--- src/rtl/pipeline_stall_ctrl_pkg.sv ---
// Shared definitions for the pipeline stall/flush controller and the pipeline registers.
// Holds the state encodings, the flush counter width and the NOP control word.
package pipeline_stall_ctrl_pkg;

    typedef enum logic [1:0] {
        ST_RUN   = 2'd0,
        ST_FLUSH = 2'd1,
        ST_HALT  = 2'd2
    } state_t;

    // FLUSH_DEPTH is limited to 1..7, so three bits hold the remaining flush cycles.
    localparam int FLUSH_CNT_W = 3;

    // Control word with every side-effect bit cleared; loaded by the flushed pipeline registers.
    localparam logic [31:0] NOP_CTRL = 32'h0000_0000;

endpackage

--- src/rtl/pipeline_stall_ctrl_sat_counter.sv ---
// Saturating up-counter with enable and asynchronous active-high reset.
// Counts up while enabled and then holds at all-ones.
module pipeline_stall_ctrl_sat_counter #(
    parameter int W = 32
) (
    input  logic         clk,
    input  logic         rst,
    input  logic         en,
    output logic [W-1:0] count
);

    always_ff @(posedge clk or posedge rst) begin
        if (rst) begin
            count <= '0;
        end else if (en && (count != {W{1'b1}})) begin
            count <= count + W'(1);
        end
    end

endmodule

--- src/rtl/pipeline_stall_ctrl.sv ---
// Central stall/flush controller for the 5-stage pipeline.
// Decodes per-stage enables, flushes and bubbles from the RUN/FLUSH/HALT FSM and the hazard inputs.
module pipeline_stall_ctrl
    import pipeline_stall_ctrl_pkg::*;
#(
    parameter int FLUSH_DEPTH = 1,
    parameter int CNT_W       = 32
) (
    input  logic             clk,
    input  logic             rst,
    input  logic             ral_hazard,
    input  logic             branch_taken,
    input  logic             dmem_busy,
    input  logic             halt_req,
    input  logic             resume,
    output logic             pc_write,
    output logic             if_id_write,
    output logic             if_id_flush,
    output logic             id_ex_write,
    output logic             id_ex_bubble,
    output logic             ex_mem_write,
    output logic             halted,
    output logic [CNT_W-1:0] stall_count,
    output logic [1:0]       debug_state
);

    localparam logic [FLUSH_CNT_W-1:0] FLUSH_RELOAD = FLUSH_CNT_W'(FLUSH_DEPTH - 1);

    state_t                 state, state_n;
    logic [FLUSH_CNT_W-1:0] flush_cnt, flush_cnt_n;
    logic                   stall_en;

    always_ff @(posedge clk or posedge rst) begin
        if (rst) begin
            state     <= ST_RUN;
            flush_cnt <= '0;
        end else begin
            state     <= state_n;
            flush_cnt <= flush_cnt_n;
        end
    end

    // Priority within RUN/FLUSH: dmem_busy > halt_req > branch_taken > ral_hazard.
    always_comb begin
        state_n      = state;
        flush_cnt_n  = flush_cnt;
        pc_write     = 1'b0;
        if_id_write  = 1'b0;
        if_id_flush  = 1'b0;
        id_ex_write  = 1'b0;
        id_ex_bubble = 1'b0;
        ex_mem_write = 1'b0;
        halted       = 1'b0;
        if (!rst) begin
            if (state == ST_HALT) begin
                halted = 1'b1;
                if (resume) begin
                    state_n = ST_RUN;
                end
            end else if (dmem_busy) begin
                // Whole pipeline holds; FSM and flush counter frozen.
            end else if (halt_req) begin
                state_n     = ST_HALT;
                flush_cnt_n = '0;
            end else if (branch_taken) begin
                pc_write     = 1'b1;
                if_id_write  = 1'b1;
                if_id_flush  = 1'b1;
                id_ex_write  = 1'b1;
                id_ex_bubble = 1'b1;
                ex_mem_write = 1'b1;
                if (FLUSH_DEPTH > 1) begin
                    state_n     = ST_FLUSH;
                    flush_cnt_n = FLUSH_RELOAD;
                end else begin
                    state_n     = ST_RUN;
                    flush_cnt_n = '0;
                end
            end else if (state == ST_FLUSH) begin
                pc_write     = 1'b1;
                if_id_write  = 1'b1;
                if_id_flush  = 1'b1;
                id_ex_write  = 1'b1;
                ex_mem_write = 1'b1;
                if (flush_cnt <= FLUSH_CNT_W'(1)) begin
                    state_n     = ST_RUN;
                    flush_cnt_n = '0;
                end else begin
                    flush_cnt_n = flush_cnt - FLUSH_CNT_W'(1);
                end
            end else if (ral_hazard) begin
                id_ex_write  = 1'b1;
                id_ex_bubble = 1'b1;
                ex_mem_write = 1'b1;
            end else begin
                pc_write     = 1'b1;
                if_id_write  = 1'b1;
                id_ex_write  = 1'b1;
                ex_mem_write = 1'b1;
            end
        end
    end

    assign stall_en    = !rst && !pc_write && (state != ST_HALT);
    assign debug_state = state;

    pipeline_stall_ctrl_sat_counter #(
        .W (CNT_W)
    ) u_stall_cnt (
        .clk   (clk),
        .rst   (rst),
        .en    (stall_en),
        .count (stall_count)
    );

endmodule

--- config.mk ---
export PLATFORM = sky130hd
export DESIGN_NAME = pipeline_stall_ctrl
export DESIGN_NICKNAME = d
export VERILOG_FILES = /design/src/rtl/pipeline_stall_ctrl_pkg.sv /design/src/rtl/pipeline_stall_ctrl_sat_counter.sv /design/src/rtl/pipeline_stall_ctrl.sv
export SDC_FILE = /design/constraint.sdc
export NUM_CORES = 1
export LEC_CHECK = 0
export CAP_MARGIN = 20
export CORE_MARGIN = 3
export CORE_UTILIZATION = 25
export CTS_CLUSTER_SIZE = 12
export DETAILED_ROUTE_END_ITERATION = 16
export GPL_ROUTABILITY_DRIVEN = 0
export SYNTH_ARGS = -nofsm -noshare
export SYNTH_HDL_FRONTEND = slang
export SYNTH_HIERARCHICAL = 1
export SYNTH_SLANG_ARGS = --single-unit
--- constraint.sdc ---
create_clock -name clk -period 2.4 [get_ports clk]
set_input_delay 0.36 -clock clk [delete_from_list [all_inputs] [get_ports clk]]
set_output_delay 0.36 -clock clk [all_outputs]
set_load 0.005 [all_outputs]
==> impl_summary.md <==
Floorplanning
The floorplan step set the die height to 90.66 µm. The floorplan step defined a die boundary enclosing 0.008218 mm². The core region is 0.006869 mm². For this configuration, the core starts out at a cell density of 26.08%. The horizontal die dimension is 90.66 µm. The site row count is 30.

The number of top-level pins is 48.

Synth
After synthesis, the most frequently instantiated cells are 33 x dfrtp_1, 21 x xnor2_1, 16 x and3_1, 10 x nand4_1, 10 x nor2_1. The portion of synthesized cell area occupied by the leading cell type is a little under half. After technology mapping, the gate count stands at 167. Yosys mapped the design onto 37 distinct sky130hd cell types.

Each instance of the synthesized netlist takes up on average between 10 and 15 µm². Among all cell types in the netlist, the one instantiated most often is dfrtp_1. The synthesis-stage register bit count is 33. After synthesis, the cell types taking the most area are dfrtp_1 46%, xnor2_1 10%, and3_1 5.6%. The post-synth net total is roughly 180.

After synthesis, flip-flops and latches occupy around 46% of the total area. Summing every instance area after synthesis gives 0.001792 mm². The number of synthesis warnings is 6. Counting flops with an async set or reset pin after synthesis yields a share of 100.0%. The cell taking the most area after synthesis is dfrtp_1. The synthesized design contains 0 enable-type register cells. The most instantiated flip-flop cell in the synthesis netlist is dfrtp_1.

Final layout
The number of nets in the layout is 229. The final core utilization is 35.99%. The number of antenna diodes in the final layout is 0. The share of post-route cells with drive strength above 1 is approximately 14%. The layout overhead on the synthesized area is 37.99%. Leaving out filler cells and counting taps, the final layout contains 317.

Critical path
The worst path required time is between 2000 and 2500 ps. STA classifies the critical path startpoint as a primary input. The worst setup path is captured at an output port. The worst setup path is of the in2out kind. The startpoint identified for the worst register-to-register timing path is debug_state[1]. The startpoint of the worst setup timing path is halt_req.

Data arrives at the worst endpoint at 1960 ps. Along the worst path, the maximum fanout reaches 4.

Routing
The DRC violation count after routing is 0. The number of DRC violations after detailed-routing iteration 0 is 101. In the final routed layout, each cell accounts on average for 13.25 µm. Summed over all layers, the routed wires come to around 4200 µm. The vias after detailed routing is roughly 1400. The detailed-router iteration count before antenna repair is 4. In this run the remaining antenna-violating nets after routing total 0. The number of vias per cell after detailed routing is 4.492.

Clock network
The H-tree was split into 2 levels. The CTS sink count is 33. The clock latency of the later-clocked register in the worst-skew pair is 280 ps. The number of clock buffers added by TritonCTS is 5. After clock tree synthesis, the clock-pin slew on the worst setup and hold paths is 60 ps. The clock tree root driver cell is clkbuf_8.

The maximum buffer depth of the clock tree is 2. The CTS tree is done.

STA
Setup repair after global routing left no endpoint under its margin. The worst hold slack is 389.6 ps. The final hold violation count came to 0. Based on the critical path, the design can be clocked at up to roughly 0.43 GHz. Setup violations remaining at the end of the flow were counted as 0.

The final worst clock skew is 3.088 ps. The final critical-path required period is 2316 ps. The final period utilization is 96.50%. The number of max-slew violations in the final report is 0.

Setup slack closes at between 80 and 90 ps.

Run status
The run finished with clean final reports.

Placed design
The pre-CTS worst setup slack is -15.48 ps. The sum of net half-perimeters after detailed placement is 3045 µm. The number of buffer cells added on primary ports is 46. The cell count after placement is 309.

Min path
The worst hold path class is in2async.

Global route
Entering global routing, the biggest net connects 33 pins. The number of antenna violations at the first check in global routing is 0. In the global route stage, overall resource usage came out at approximately a tenth.

The number of global-route vias before repair came to 1448. The overall overflow remaining after global route is 0. The wire length of the first global-routing pass is 7113 µm.

Job
The tool flagged a number of max-cap violations equal to 0.

Power and ir drop
Across the VDD grid, the largest voltage drop is around 0.00020 V. The analysis attributes to cell leakage a power of around 0.0011 µW. Dividing total power by cell area gives a power density of about 560 mW/mm².
## what timing repair did
action | 4_1_cts | 5_1_grt
endpoints found under the setup margin | 0 | 4
resized for setup | 0 | 1
setup buffers | 0 | 1
hold buffers | 0 | 0
hold endpoints to repair | 0 | 0
## where the power goes
group	leakage [µW]	switching, µW	internal, µW	total [µW]
combinational	0.000583	102	181	283
clock	0.0000443	194	227	421
sequential	0.000449	71.6	610	681
total	0.00108	368	1020	1390
## kinds of logic (layout without fill, tap and decap cells)
group	count (synthesis)	after routing	share of synthesized area, %
buf+inv	14	68	4.818
xor+xnor	26	26	12.71
compound gates	15	15	5.657
simple gates	76	76	29.19
fa+ha+maj	1	1	0.6982
other cells	1	1	0.2093
flops	33	33	46.09
mux	1	1	0.6284
## cells in the final DEF (no fill, tap or decap), types with 2 or more instances in the layout
| cell | count |
|---|---|
| nand2_1 | 8 |
| nand4_1 | 10 |
| and3_1 | 16 |
| o21a_1 | 2 |
| and2_1 | 2 |
| xnor2_1 | 21 |
| clkdlybuf4s50_1 | 45 |
| clkbuf_8 | 6 |
| nor2_1 | 10 |
| inv_1 | 4 |
| nand3_2 | 4 |
| xor2_1 | 5 |
| a31oi_1 | 2 |
| dfrtp_1 | 33 |
| buf_4 | 11 |
| and2b_2 | 2 |
| nand3_1 | 7 |
| and4_1 | 7 |
| nand4_2 | 2 |
| a21oi_1 | 5 |
## final cells by class
type | instances | area, µm²
fillers | 707 | 4397
multi-input cells | 120 | 879.6
flip-flops and latches | 33 | 825.8
repair buffers | 57 | 545.5
well taps | 96 | 120.1
clock buffers | 7 | 86.33
inverters | 4 | 15.01
## through the flow
| step | TNS, ps | area [µm²] | total power, µW |
|---|---|---|---|
| after floorplan | 0 | 1792 | 805.0 |
| after global placement | 0 | 2376 | 977.6 |
| after detailed placement | -33.20 | 2376 | 981.5 |
| after CTS | 0 | 2462 | 1404 |
| after global routing | 0 | 2472 | 1469 |
| final | 0 | 2472 | 1386 |
## critical path, stage by stage
cell             delay [ps]
clkdlybuf4s50_1         420
buf_4                   150
nor4_4                  330
and2b_2                 200
clkdlybuf4s50_1         500
## state kept, by name (all words and copies together) (netlist names)
register           count
debug_state            1
u_stall_cnt/count     32
## per-layer routing
metal	wire (µm)	track usage [%]	vias to the layer above
li1	-	-	701
met1	1983	14.00	680
met2	1958	15.81	40
met3	226	3.250	3
met4	32	4.974	0
met5	0	0	-
## final timing paths
kind	depth (start not counted)	slack [ps]	endpoint
max in group asynchronous	4	1460	u_stall_cnt/count[14]
min reg2reg	1	490	u_stall_cnt/count[10]
max reg2reg	7	400	u_stall_cnt/count[30]
max	5	80	pc_write
min in group clk	1	490	u_stall_cnt/count[10]
min	3	390	debug_state[1]
No activity file was read; power rests on OpenSTA's default activity.
